**src/rtl/prg_saver.sv**
```systemverilog
// prg_saver: snapshots the PET BASIC program area over the DMA port and
// streams it out as a .PRG image (2-byte little-endian load address, then
// the program bytes from start..end-1).
// Optional build macro: PRG_SAVE_SUM_EN adds an 8-bit running sum of the
// program bytes accepted by the sink (header excluded).
module prg_saver #(
  parameter logic [15:0] PTR_START  = 16'h0028,
  parameter logic [15:0] PTR_END    = 16'h002A,
  parameter logic [15:0] RAM_LIMIT  = 16'h8000,
  parameter int          RD_LATENCY = 1
) (
  input  logic        clk,
  input  logic        reset,
  input  logic        start,
  input  logic        abort,
  output logic [15:0] dma_addr,
  output logic        dma_rd,
  input  logic [7:0]  dma_din,
  output logic [7:0]  out_data,
  output logic        out_valid,
  input  logic        out_ready,
  output logic        out_last,
  output logic        busy,
  output logic        done,
  output logic        error,
  output logic [15:0] count
`ifdef PRG_SAVE_SUM_EN
  ,
  output logic [7:0]  sum
`endif
);

  localparam logic [3:0] S_IDLE   = 4'd0;
  localparam logic [3:0] S_PTR    = 4'd1;
  localparam logic [3:0] S_CHECK  = 4'd2;
  localparam logic [3:0] S_HDR_LO = 4'd3;
  localparam logic [3:0] S_HDR_HI = 4'd4;
  localparam logic [3:0] S_FETCH  = 4'd5;
  localparam logic [3:0] S_WAITRD = 4'd6;
  localparam logic [3:0] S_SEND   = 4'd7;
  localparam logic [3:0] S_FIN    = 4'd8;

  localparam logic [1:0] LAT = RD_LATENCY[1:0];

  logic [3:0]  state_q, state_d;
  logic [1:0]  idx_q, idx_d;     // which pointer byte is being read
  logic        pend_q, pend_d;   // pointer read issued, waiting for data
  logic [1:0]  lat_q, lat_d;     // cycles since the read strobe
  logic [15:0] start_q, start_d;
  logic [15:0] end_q, end_d;
  logic [15:0] ptr_q, ptr_d;
  logic [15:0] addr_q, addr_d;
  logic [7:0]  data_q, data_d;
  logic [15:0] count_q, count_d;
  logic        err_q, err_d;

  logic accept, lat_hit, last_byte;

  // A byte offered in an abort cycle is never counted as accepted.
  assign accept    = out_valid & out_ready & ~abort;
  assign lat_hit   = (lat_q == LAT);
  assign last_byte = (ptr_q == end_q - 16'd1);

  // Output decode from the state register.
  always_comb begin
    out_valid = (state_q == S_HDR_LO) || (state_q == S_HDR_HI) || (state_q == S_SEND);
    out_data  = 8'h00;
    case (state_q)
      S_HDR_LO: out_data = start_q[7:0];
      S_HDR_HI: out_data = start_q[15:8];
      S_SEND:   out_data = data_q;
      default:  out_data = 8'h00;
    endcase
    out_last = ((state_q == S_HDR_HI) && (end_q == start_q)) ||
               ((state_q == S_SEND) && last_byte);
    dma_rd   = ((state_q == S_PTR) && !pend_q) || (state_q == S_FETCH);
    busy     = (state_q != S_IDLE) && (state_q != S_FIN);
    done     = (state_q == S_FIN) && !abort;
    error    = err_q;
    count    = count_q;
    dma_addr = addr_q;
  end

  // Next-state logic: pointer fetch, bounds check, header, then one
  // fetch/wait/send round trip per program byte.
  always_comb begin
    state_d = state_q;
    idx_d   = idx_q;
    pend_d  = pend_q;
    lat_d   = lat_q;
    start_d = start_q;
    end_d   = end_q;
    ptr_d   = ptr_q;
    addr_d  = addr_q;
    data_d  = data_q;
    count_d = accept ? count_q + 16'd1 : count_q;
    err_d   = 1'b0;
    if (abort) begin
      state_d = S_IDLE;
      pend_d  = 1'b0;
    end else begin
      case (state_q)
        S_IDLE: if (start) begin
          state_d = S_PTR;
          idx_d   = 2'd0;
          pend_d  = 1'b0;
          addr_d  = PTR_START;
          count_d = 16'd0;
        end
        S_PTR: begin
          if (!pend_q) begin
            pend_d = 1'b1;
            lat_d  = 2'd1;
          end else if (lat_hit) begin
            pend_d = 1'b0;
            idx_d  = idx_q + 2'd1;
            case (idx_q)
              2'd0: begin start_d[7:0]  = dma_din; addr_d = PTR_START + 16'd1; end
              2'd1: begin start_d[15:8] = dma_din; addr_d = PTR_END; end
              2'd2: begin end_d[7:0]    = dma_din; addr_d = PTR_END + 16'd1; end
              default: begin end_d[15:8] = dma_din; state_d = S_CHECK; end
            endcase
          end else begin
            lat_d = lat_q + 2'd1;
          end
        end
        S_CHECK: begin
          if ((end_q < start_q) || (end_q > RAM_LIMIT)) begin
            err_d   = 1'b1;
            state_d = S_IDLE;
          end else begin
            state_d = S_HDR_LO;
          end
        end
        S_HDR_LO: if (accept) state_d = S_HDR_HI;
        S_HDR_HI: if (accept) begin
          if (end_q == start_q) begin
            state_d = S_FIN;
          end else begin
            ptr_d   = start_q;
            addr_d  = start_q;
            state_d = S_FETCH;
          end
        end
        S_FETCH: begin
          lat_d   = 2'd1;
          state_d = S_WAITRD;
        end
        S_WAITRD: begin
          if (lat_hit) begin
            data_d  = dma_din;
            state_d = S_SEND;
          end else begin
            lat_d = lat_q + 2'd1;
          end
        end
        S_SEND: if (accept) begin
          if (last_byte) begin
            state_d = S_FIN;
          end else begin
            ptr_d   = ptr_q + 16'd1;
            addr_d  = ptr_q + 16'd1;
            state_d = S_FETCH;
          end
        end
        S_FIN:   state_d = S_IDLE;
        default: state_d = S_IDLE;
      endcase
    end
  end

  // State and datapath registers.
  always_ff @(posedge clk or posedge reset) begin
    if (reset) begin
      state_q <= S_IDLE;
      idx_q   <= 2'd0;
      pend_q  <= 1'b0;
      lat_q   <= 2'd0;
      start_q <= 16'd0;
      end_q   <= 16'd0;
      ptr_q   <= 16'd0;
      addr_q  <= 16'd0;
      data_q  <= 8'd0;
      count_q <= 16'd0;
      err_q   <= 1'b0;
    end else begin
      state_q <= state_d;
      idx_q   <= idx_d;
      pend_q  <= pend_d;
      lat_q   <= lat_d;
      start_q <= start_d;
      end_q   <= end_d;
      ptr_q   <= ptr_d;
      addr_q  <= addr_d;
      data_q  <= data_d;
      count_q <= count_d;
      err_q   <= err_d;
    end
  end

`ifdef PRG_SAVE_SUM_EN
  logic [7:0] sum_q;

  // Running sum of accepted program bytes, cleared when a save starts.
  always_ff @(posedge clk or posedge reset) begin
    if (reset) begin
      sum_q <= 8'd0;
    end else if (!abort && (state_q == S_IDLE) && start) begin
      sum_q <= 8'd0;
    end else if ((state_q == S_SEND) && accept) begin
      sum_q <= sum_q + data_q;
    end
  end

  assign sum = sum_q;
`endif

endmodule

```
**config.mk**
```make
export PLATFORM = sky130hd
export DESIGN_NAME = prg_saver
export DESIGN_NICKNAME = d
export VERILOG_FILES = /design/src/rtl/prg_saver.sv
export SDC_FILE = /design/constraint.sdc
export NUM_CORES = 1
export LEC_CHECK = 0
export ABC_AREA = 1
export BUFFER_PORTS_ARGS = -buffer_cell sky130_fd_sc_hd__buf_2
export CAP_MARGIN = 20
export CORE_ASPECT_RATIO = 0.7
export CORE_MARGIN = 2
export CORE_UTILIZATION = 25
export DETAILED_ROUTE_END_ITERATION = 10
export HOLD_SLACK_MARGIN = 0.15
export PLACE_DENSITY_LB_ADDON = 0.2
export REMOVE_ABC_BUFFERS = 1
export SLEW_MARGIN = 20
export SYNTH_ARGS = -nofsm -noshare
export SYNTH_HDL_FRONTEND = slang
export SYNTH_SLANG_ARGS = --single-unit
export TNS_END_PERCENT = 20
```
**constraint.sdc**
```tcl
create_clock -name clk -period 2.75 [get_ports clk]
set_input_delay 0 -clock clk [delete_from_list [all_inputs] [get_ports clk]]
set_output_delay 0 -clock clk [all_outputs]
set_load 0.01 [all_outputs]
```
==> metrics.yaml, run 1 <==
synthArstFlopShare_pct: 100
synth.most_common_cell: "nand2_1"
antenna_found_initial: 1
yosysWarnings: 0
tritoncts: "yes"
path_common_cell: "nand2_1"
drv_cap: 0
fill_cells: 2623
status: "complete, no violations"
netlist-cell-type-count: 43
numPlacedInstances: 1210
fin_util_pct: 30.4
grt_pass1_wl_um: 30200
min_period_ns: 2.46
setup_tns_ns: 0
drt_iter0_markers: 549
dieArea_um2: 25600
first_global_vias: 5160
syn-cell-area_um2: 6070
numPortBuffers: 58
rows: 47
multiInputGateArea_um2: 3150
yosysSeqAreaShare_pct: 40.4
final_cells: 1237
max_freq_mhz: 407
yosys_register_bits: 98
cp_max_fo: 13
setup_viol: 0
route.met3.wl_um: 1220
coreArea_um2: 23800
cp_data_required_time_ns: 3.04
antennaDiodeCount: 0
numClockSinks: 98
maxUsedRoutingLayer: "met4"
io_pins: 59
worst_path_largest_cell_delay_ns: 0.45
die_w_um: 190
synthTopCellsByArea: "dfrtp_1 40%, nand2_1 16%, inv_1 6.7%, o21ai_0 6.5%, nor2_1 5.0%"
worst_setup_path_start_kind: "flop"
antenna_left: 0
end_kind: "flop"
tightest_slew_ns: 0.695
via_per_inst: 4.56
synth_commonest_cells: "257 x nand2_1, 108 x inv_1, 98 x dfrtp_1, 81 x nor2_1, 79 x o21ai_0"
syn-mean-instance-area_um2: 7.23
synthCells: 840
path_cells: "inv_1 -> ha_1 -> nand2_1 -> nor2_1 -> nand4_1 -> nor4_2 -> nor2_1 -> o21a_1 -> nand2_8 -> buf_4 -> nand2_1 -> nand2_1"
critPathKind: "reg2reg"
power_density_nw_per_um2: 959
wl_um: 19100
skew_ns: 0.00836
wl_per_cell_um: 15.4
via_count: 5637
grt_max_degree: 55
slew_violations: 0
cts_made_buffers: 9
synth_edf_count: 0
insertion_delay_ns: 0.35
post-synth-top-area-cell: "dfrtp_1"
ff_latch_area_um2: 2450
grt.overflow.total: 0
met1_length_um: 10800
fin_crit_sh_pct: 89.5
crit_slowest_cell: "dfrtp_1"
gp_congestion: 0.890
total_leakage_power_nw: 3.73
relSlewSlack_pct: 53.7
vdd_drop_max_mv: 0.397
synth.top_cell.area_share_pct: 40.4
cts.htree.levels: 3
cts_buffer_depth: 2
met2_length_um: 6930
rsz0062_at_grt: "false"
hold_class: "in2reg"
track_usage_pct: 15.5
drive_gt1_share_pct: 13.1
dr.pass1.iters: 5
start_util_pct: 25.6
synthFlopType: "dfrtp_1"
die_h_um: 134
fin_nets: 952
cp.arrival_ns: 2.75
hpwl_um: 14800
areaGrowthSynthToFinish_pct: 18.9
drc: 0
cts.clk_slew.worst_paths_ns: 0.07
cts_root_buf: "clkbuf_16"
hold_viol_final: 0
-- layout make-up --
class | instances | share of cell area, %
sequential | 98 | 34.0
multi-input combinational | 615 | 43.6
tap | 318 | 5.51
clock buffer | 12 | 3.55
inverter | 111 | 5.84
timing repair buffer | 81 | 6.97
clock inverter | 2 | 0.520
-- metrics by stage --
step	worst slack [ns]	power, mW	instance area, um2	hold slack [ns]
after detailed placement	0.0772	5.55	6780	0.172
after global routing	0.00532	7.60	7220	0.185
after global placement	0.0971	5.59	6780	0.170
after floorplan	0.183	4.57	6000	0.0507
after CTS	0.0795	6.90	7180	0.154
final	0.290	6.92	7220	0.163
-- final timing paths --
check                      slack, ns    startpoint            to  cells after the start
max                             0.29   start_q[14]     ptr_q[11]                     12
min                             0.16         start        pend_q                      6
max reg2reg                     0.29   start_q[14]     ptr_q[11]                     12
min reg2reg                     0.47  dma_addr[11]  dma_addr[11]                      2
max in group asynchronous       1.72         reset      end_q[6]                      4
min in group asynchronous       0.31         reset      count[7]                      3
-- report_power, final --
| part | internal [mW] | total, mW | switching [mW] | leakage, nW |
|---|---|---|---|---|
| registers | 1.63 | 1.87 | 0.245 | 1.35 |
| logic | 1.28 | 3.76 | 2.48 | 2.24 |
| clock network | 0.746 | 1.29 | 0.546 | 0.141 |
| total | 3.65 | 6.92 | 3.27 | 3.73 |
-- routing by layer --
| layer | vias to the layer above | track usage (%) |
|---|---|---|
| met2 | 156 | 19.6 |
| met5 | - | 0 |
| met3 | 11 | 3.61 |
| met1 | 2606 | 25.9 |
| li1 | 2864 | - |
| met4 | 0 | 2.07 |
-- repair_timing --
| action | CTS | global route |
|---|---|---|
| hold buffers | 11 | 0 |
| hold endpoints to repair | 98 | 0 |
| setup endpoints to repair | 0 | 27 |
| resized for setup | 0 | 3 |
| buffers inserted | 0 | 2 |
-- cells by family after synthesis --
kind of cell / Yosys count / synth area share, %
buffers and inverters: 127 / 8.14
AO/OA/AOI/OAI: 130 / 12.0
XOR/XNOR: 17 / 2.68
AND/OR/NAND/NOR: 445 / 32.1
adder cells (fa/ha/maj): 23 / 4.74
flip-flops: 98 / 40.4
-- critical path: cells and delay by family, from the launching register on --
family | cells | cell delay (ns)
AOI/OAI and AO/OA | 1 | 0.27
adders and majority gates | 1 | 0.29
buffers and inverters | 2 | 0.32
DFF | 1 | 0.45
and+or+nand+nor | 8 | 1.05
-- state kept, by name (all words and copies together), names as in the netlist, 4 cells and up --
register and flops:
count 16, data_q 8, dma_addr 16, end_q 16, ptr_q 16, start_q 16, state_q 4
-- placed cells by master (no fill, tap or decap), types with 2 or more instances in the layout --
| cell type | netlist | final |
|---|---|---|
| inv_1 | 108 | 107 |
| nor3_2 | 2 | 2 |
| xor2_1 | 13 | 13 |
| o22ai_1 | 4 | 4 |
| nor2_1 | 81 | 81 |
| nand2_1 | 257 | 257 |
| inv_4 | 1 | 2 |
| o21ai_0 | 79 | 79 |
| nand4_1 | 17 | 17 |
| o21a_1 | 4 | 4 |
| nor3_1 | 9 | 9 |
| or2_2 | 3 | 3 |
| o221ai_1 | 10 | 10 |
| a21boi_0 | 2 | 2 |
| nor2_2 | 5 | 5 |
| o211ai_1 | 3 | 3 |
| a31oi_1 | 2 | 2 |
| buf_2 | 0 | 58 |
| a21oi_1 | 22 | 22 |
| nand2_2 | 12 | 12 |
| nand3_4 | 1 | 2 |
| clkbuf_16 | 0 | 9 |
| clkbuf_8 | 0 | 2 |
| dlygate4sd3_1 | 0 | 11 |
| xnor2_1 | 3 | 3 |
| ha_1 | 23 | 23 |
| dfrtp_1 | 98 | 98 |
| buf_4 | 2 | 11 |
| nor2_4 | 4 | 4 |
| nand3_1 | 45 | 45 |
| inv_2 | 2 | 2 |
Note: power is estimated with default switching activity, not from simulation.
==> inputs of run 2 (changes only) <==
==> constraint.sdc (replaced) <==
create_clock -name clk -period 2.3 [get_ports clk]
set_input_delay 0 -clock clk [delete_from_list [all_inputs] [get_ports clk]]
set_output_delay 0 -clock clk [all_outputs]
set_load 0.01 [all_outputs]
==> run 2 against run 1 <==
  * Clock power grew 32%
  * The run now ends with setup timing left
  * Clock skew is 0.0018 ns higher
  * Via count up 2.2%
  * Flip-flop and latch count is the same
  * Combinational power is 41% higher
  * Cell area grew 6.5%
  * Highest routed layer unchanged
==> metrics.yaml, run 2 (synthesized netlist as in run 1, its figures left out) <==
status: "finished, violations left"
violations: "setup timing"
gp_congestion: 0.925  # +3.9%
cp_data_required_time_ns: 2.30  # -0.74 ns
die_w_um: 190  # unchanged
rsz0062_at_grt: "true"
coreArea_um2: 23800  # unchanged
max_freq_mhz: 424
cts.htree.levels: 3  # unchanged
via_count: 5759  # +2.2%
numClockSinks: 98  # unchanged
start_util_pct: 25.6  # unchanged
worst_path_largest_cell_delay_ns: 0.36  # -0.09 ns
hold_class: "reg2reg"
cp.arrival_ns: 2.36  # -0.39 ns
rows: 47  # unchanged
first_global_vias: 5336  # +3.4%
drv_cap: 0  # unchanged
final_common_cell: "nand2_1"
drc: 0  # unchanged
antennaDiodeCount: 0  # unchanged
cts_made_buffers: 9  # unchanged
fill_cells: 2635  # +0.46%
tightest_slew_ns: 0.571  # -0.124 ns
fin_nets: 993  # +4.3%
ff_latch_area_um2: 2460  # +0.20%
cts.clk_slew.worst_paths_ns: 0.07  # about the same
die_h_um: 134  # unchanged
worst_setup_path_start_kind: "flop"
most-common-layout-cells: "253 x nand2_1, 104 x inv_1, 94 x dfrtp_1"
setup_ws_ns: -0.0558  # -0.346 ns
min_period_ns: 2.36
relSlewSlack_pct: 61.9  # +8.2 points
antenna_found_initial: 1  # unchanged
wl_per_cell_um: 15.5  # +0.37%
skew_ns: 0.0102  # +0.00182 ns
wl_um: 19800  # +3.9%
areaGrowthSynthToFinish_pct: 26.5
power_density_nw_per_um2: 1200  # +25%
cts_root_buf: "clkbuf_16"
grt.overflow.total: 0  # unchanged
via_per_inst: 4.50  # -1.3%
critPathKind: "reg2out"
drt_iter0_markers: 504  # -8.2%
grt_pass1_wl_um: 31400  # +4.0%
path_cells: "inv_2 -> ha_4 -> buf_6 -> or2_0 -> nand3_1 -> nand3_1 -> nor2_1 -> nand2_1 -> nor2_2 -> nand2_1 -> nor2_1 -> nand4_1 -> nand2_1 -> buf_2"
fin_crit_sh_pct: 102
slew_violations: 0  # unchanged
multiInputGateArea_um2: 3230  # +2.5%
numPortBuffers: 58  # unchanged
whs_ns: 0.472  # +0.309 ns
end_kind: "output port"
grt_max_degree: 52  # -5.5%
insertion_delay_ns: 0.37  # +0.02 ns
crit_slowest_cell: "dfrtp_1"
hold_viol_final: 0  # unchanged
pre_cts_ws_ns: -0.0245  # -0.102 ns
power_mw: 9.21  # +33%
hpwl_um: 15600  # +5.8%
setup_viol: 1  # +1
dr.pass1.iters: 5  # unchanged
vdd_drop_max_mv: 0.469  # +18%
cp_max_fo: 3  # -10
dieArea_um2: 25600  # unchanged
path_common_cell: "nand2_1"
total_leakage_power_nw: 3.96  # +6.2%
io_pins: 59  # unchanged
tritoncts: "yes"
antenna_left: 0  # unchanged
cts_buffer_depth: 2  # unchanged
drive_gt1_share_pct: 19.2  # +6.2 points
track_usage_pct: 16.3  # +0.82 points
-- run 2: cell count changes in the layout (fill, tap and decap cells not counted), moves of 4 or more --
cell,before,now
nor2_2,5,9
nand3_1,45,41
dfrtp_2,0,4
buf_4,11,46
dfrtp_1,98,94
nand2_1,257,253
nor2_1,81,75
-- run 2: per-stage QoR --
stage / util, % / TNS, ns / std cells / cell area, um2
after global placement: 29.6 / -0.958 / 1242 / 7040
final: 32.3 / -0.0558 / 1280 / 7680
after CTS: 32.1 / -0.0406 / 1279 / 7620
after floorplan: - / -31.33 / 824 / 6000
after detailed placement: 29.6 / -0.205 / 1242 / 7040
after global routing: 32.3 / -4.51 / 1280 / 7680
-- run 2: where the power goes --
group	internal [mW]	switching (mW)	leakage [nW]
clock	0.985	0.719	0.159
combinational	2.03	3.27	2.46
sequential	1.95	0.260	1.34
total	4.96	4.25	3.96
-- run 2: what timing repair did --
item / CTS / global route
endpoints found under the hold margin: 145 / 0
pin swaps: 13 / 11
setup endpoints to repair: 28 / 35
hold buffers: 13 / 0
buffers inserted: 8 / 1
gates resized for setup: 15 / 18
-- run 2: metal layers --
layer | vias to the layer above | part of all wire (%) | GRT usage (%)
li1 | 2943 | - | -
met1 | 2668 | 57 | 27.1
met2 | 135 | 36 | 20.2
met3 | 13 | 6.3 | 3.74
met4 | 0 | 1.1 | 3.70
met5 | - | 0 | 0
-- run 2: path summary, 6_finish.rpt --
check                             startpoint           end  slack [ns]  cells past startpoint
worst max-delay path                end_q[0]      out_last       -0.06                     14
worst min register to register  dma_addr[15]  dma_addr[15]        0.47                      2
worst max register to register      end_q[0]   dma_addr[7]        0.02                     16
max in group asynchronous              reset     data_q[0]        0.89                      5
worst min-delay path            dma_addr[15]  dma_addr[15]        0.47                      2
min in group asynchronous              reset   dma_addr[3]        0.73                      4
-- run 2: cell type report --
cell class	instances	share of cell area, %
clock buffer	10	3.11
timing repair buffer	122	11.0
clock inverter	6	1.17
tap	318	5.18
sequential	98	32.0
inverter	111	5.52
multi-input combinational	615	42.0
-- run 2: critical path, delay by kind of cell, from the launching register on --
family	cells	cell delay, ns
buffers and inverters	3	0.31
flip-flops	1	0.36
adder cells (fa/ha/maj)	1	0.16
AND/OR/NAND/NOR	10	1.15
==> inputs of run 3 (changes only) <==
--- a/config.mk
+++ b/config.mk
@@ -12,6 +12,7 @@
 export CORE_MARGIN = 2
 export CORE_UTILIZATION = 25
 export DETAILED_ROUTE_END_ITERATION = 10
+export GPL_TIMING_DRIVEN = 0
 export HOLD_SLACK_MARGIN = 0.15
 export PLACE_DENSITY_LB_ADDON = 0.2
 export REMOVE_ABC_BUFFERS = 1
==> run 3 against run 2 <==
  * The flow still finishes with violations (setup timing)
  * Cell area down 0.65%
  * Register-to-register slack got worse by 0.09 ns
  * Sequential share of layout area grew 0.34 points
  * Sequential power is 2% higher
  * Worst hold slack lost 0.30 ns
  * Non-clock buffer count down 24
  * Critical endpoint unchanged
  * Combinational power is 4.7% higher
==> metrics.yaml, run 3 (synthesized netlist as in run 1, its figures left out) <==
min_period_ns: 2.38  # +0.0231 ns
worst_path_largest_cell_delay_ns: 0.44  # +0.08 ns
p_int_mw: 4.92  # -0.91%
final_common_cell: "nand2_1"
fin_nets: 971  # -2.2%
total_leakage_power_nw: 3.92  # -1.2%
ff_latch_area_um2: 2470  # +0.41%
path_cells: "inv_2 -> ha_4 -> nand2_4 -> nor2_4 -> buf_6 -> nand3_2 -> nand2_1 -> nand2_1 -> buf_4 -> and2_1 -> nand4_1 -> nand2_1 -> buf_2"
tritoncts: "yes"
max_freq_mhz: 420  # -0.97%
worst_setup_path_start_kind: "flop"
areaGrowthSynthToFinish_pct: 25.7
antenna_found_initial: 0  # -1
numPortBuffers: 58  # unchanged
die_h_um: 134  # unchanged
insertion_delay_ns: 0.37  # about the same
crit_slowest_cell: "dfrtp_2"
die_w_um: 190  # unchanged
dr.pass1.iters: 5  # unchanged
fin_util_pct: 32.1  # -0.21 points
drv_cap: 0  # unchanged
slew_violations: 0  # unchanged
coreArea_um2: 23800  # unchanged
skew_ns: 0.00989  # -0.000297 ns
rsz0062_at_grt: "true"
fill_cells: 2626  # -0.34%
pwr-share-seq_pct: 24.4  # +0.4 points
first_global_vias: 5178  # -3.0%
p_sw_mw: 4.29  # +0.84%
most-common-layout-cells: "233 x nand2_1, 101 x inv_1, 86 x dfrtp_1"
hpwl_um: 14500  # -7.1%
relSlewSlack_pct: 57.9  # -4.0 points
cp_max_fo: 6  # +3
grt_max_degree: 63  # +21%
cts_made_buffers: 9  # unchanged
track_usage_pct: 15.7  # -0.58 points
cp_data_required_time_ns: 2.30  # about the same
p_comb_share_pct: 60.3  # +2.8 points
path_common_cell: "nand2_1"
cts_root_buf: "clkbuf_16"
antenna_left: 0  # unchanged
numClockSinks: 98  # unchanged
violations: "setup timing"
io_pins: 59  # unchanged
drive_gt1_share_pct: 20.9  # +1.6 points
fin_crit_sh_pct: 103  # +1.0 points
cts.htree.levels: 3  # unchanged
antennaDiodeCount: 0  # unchanged
status: "finished, violations left"
hold_class: "in2async"
path_buf_inv: 4  # +1
drc: 0  # unchanged
sw_frac_of_total_pct: 46.6  # +0.44 points
vdd_drop_max_mv: 0.718  # +53%
pwr-share-clk_pct: 15.3  # -3.2 points
grt.overflow.total: 0  # unchanged
cts.clk_slew.worst_paths_ns: 0.07  # about the same
start_util_pct: 25.6  # unchanged
critPathKind: "reg2out"
via_count: 5739  # -0.35%
end_kind: "output port"
grt_pass1_wl_um: 30400  # -3.3%
final_cell_area_um2: 7630  # -0.65%
wl_um: 19600  # -0.84%
via_per_inst: 4.57  # +1.5%
cp.arrival_ns: 2.38  # +0.02 ns
drt_iter0_markers: 478  # -5.2%
dieArea_um2: 25600  # unchanged
setup_ws_ns: -0.0789  # -0.0231 ns
cts_buffer_depth: 2  # unchanged
tightest_slew_ns: 0.629  # +0.0589 ns
multiInputGateArea_um2: 3360  # +4.1%
place_area_um2: 6760  # -4.1%
setup_viol: 33  # +32
hold_viol_final: 0  # unchanged
power_density_nw_per_um2: 1210  # +0.55%
wl_per_cell_um: 15.6  # +0.97%
cp_top_family: "simple AND/OR/NAND/NOR gates"
rows: 47  # unchanged
gp_congestion: 0.867  # -6.3%
==> run 3: worst paths after layout <==
| kind | slack, ns | from | cells after the start | end |
|---|---|---|---|---|
| max | -0.08 | end_q[1] | 13 | out_last |
| min in group clk | 0.47 | dma_addr[11] | 2 | dma_addr[11] |
| min | 0.17 | reset | 3 | count[5] |
| max reg2reg | -0.07 | end_q[1] | 18 | dma_addr[15] |
| min reg2reg | 0.47 | dma_addr[11] | 2 | dma_addr[11] |
| max in group asynchronous | 1.47 | reset | 4 | start_q[14] |
==> run 3: power groups by stage <==
stage | clock network, mW | logic, mW | registers, mW
global placement | 0 | 4.27 | 2.26
CTS | 1.45 | 4.88 | 2.23
detailed placement | 0 | 4.28 | 2.26
global route | 1.52 | 6.29 | 2.28
floorplan | 0 | 3.28 | 2.18
finish | 1.41 | 5.55 | 2.25
==> run 3: cell type report <==
class                           count  area share, %
Multi-Input combinational cell    616           44.0
Sequential cell                    98           32.3
Timing Repair inverter              1          0.148
Clock buffer                       12           3.10
Clock inverter                      3          0.229
Inverter                          111           5.69
Tap cell                          318           5.21
Timing Repair Buffer               98           9.29
==> run 3: stage by stage <==
stage / cells / hold slack [ns] / power [mW] / setup WS [ns] / TNS [ns]
5_1_grt: 1257 / 0.227 / 10.1 / -0.258 / -7.29
3_5_place_dp: 1202 / 0.0288 / 6.55 / -0.521 / -14.92
2_1_floorplan: 824 / 0.0507 / 5.46 / -0.267 / -31.33
4_1_cts: 1244 / 0.179 / 8.56 / -0.0388 / -0.0659
6_report: 1257 / 0.170 / 9.20 / -0.0789 / -1.03
3_3_place_gp: 1200 / 0.345 / 6.53 / -1.79 / -233.53
==> run 3: worst register-to-register path: stages (launching register included) <==
cell	delay, ns
dfrtp_2	0.44
inv_2	0.09
ha_4	0.17
nand2_4	0.07
nor2_4	0.19
buf_6	0.14
nand2_2	0.05
nand2_2	0.08
nand2_1	0.05
nand2_1	0.07
nand2_1	0.06
nor2_1	0.09
nand2_1	0.08
inv_2	0.08
nand3_4	0.12
nand2_8	0.18
clkinv_8	0.13
nand2_2	0.10
nand2_1	0.05
==> run 3: per-layer routing <==
layer	wire, um	track usage (%)	vias up	part of all wire, %
li1	-	-	2906	-
met4	170	3.10	0	0.87
met1	11000	25.8	2708	56
met5	0	0	-	0
met3	1000	3.35	12	5.1
met2	7480	20.3	113	38
==> run 3: timing repair <==
item | 4_1_cts | 5_1_grt
setup buffers | 14 | 11
hold buffers | 12 | 0
setup endpoints to repair | 45 | 46
pin swaps | 21 | 12
endpoints found under the hold margin | 151 | 0
gates cloned | 1 | 2
gates resized for setup | 25 | 56
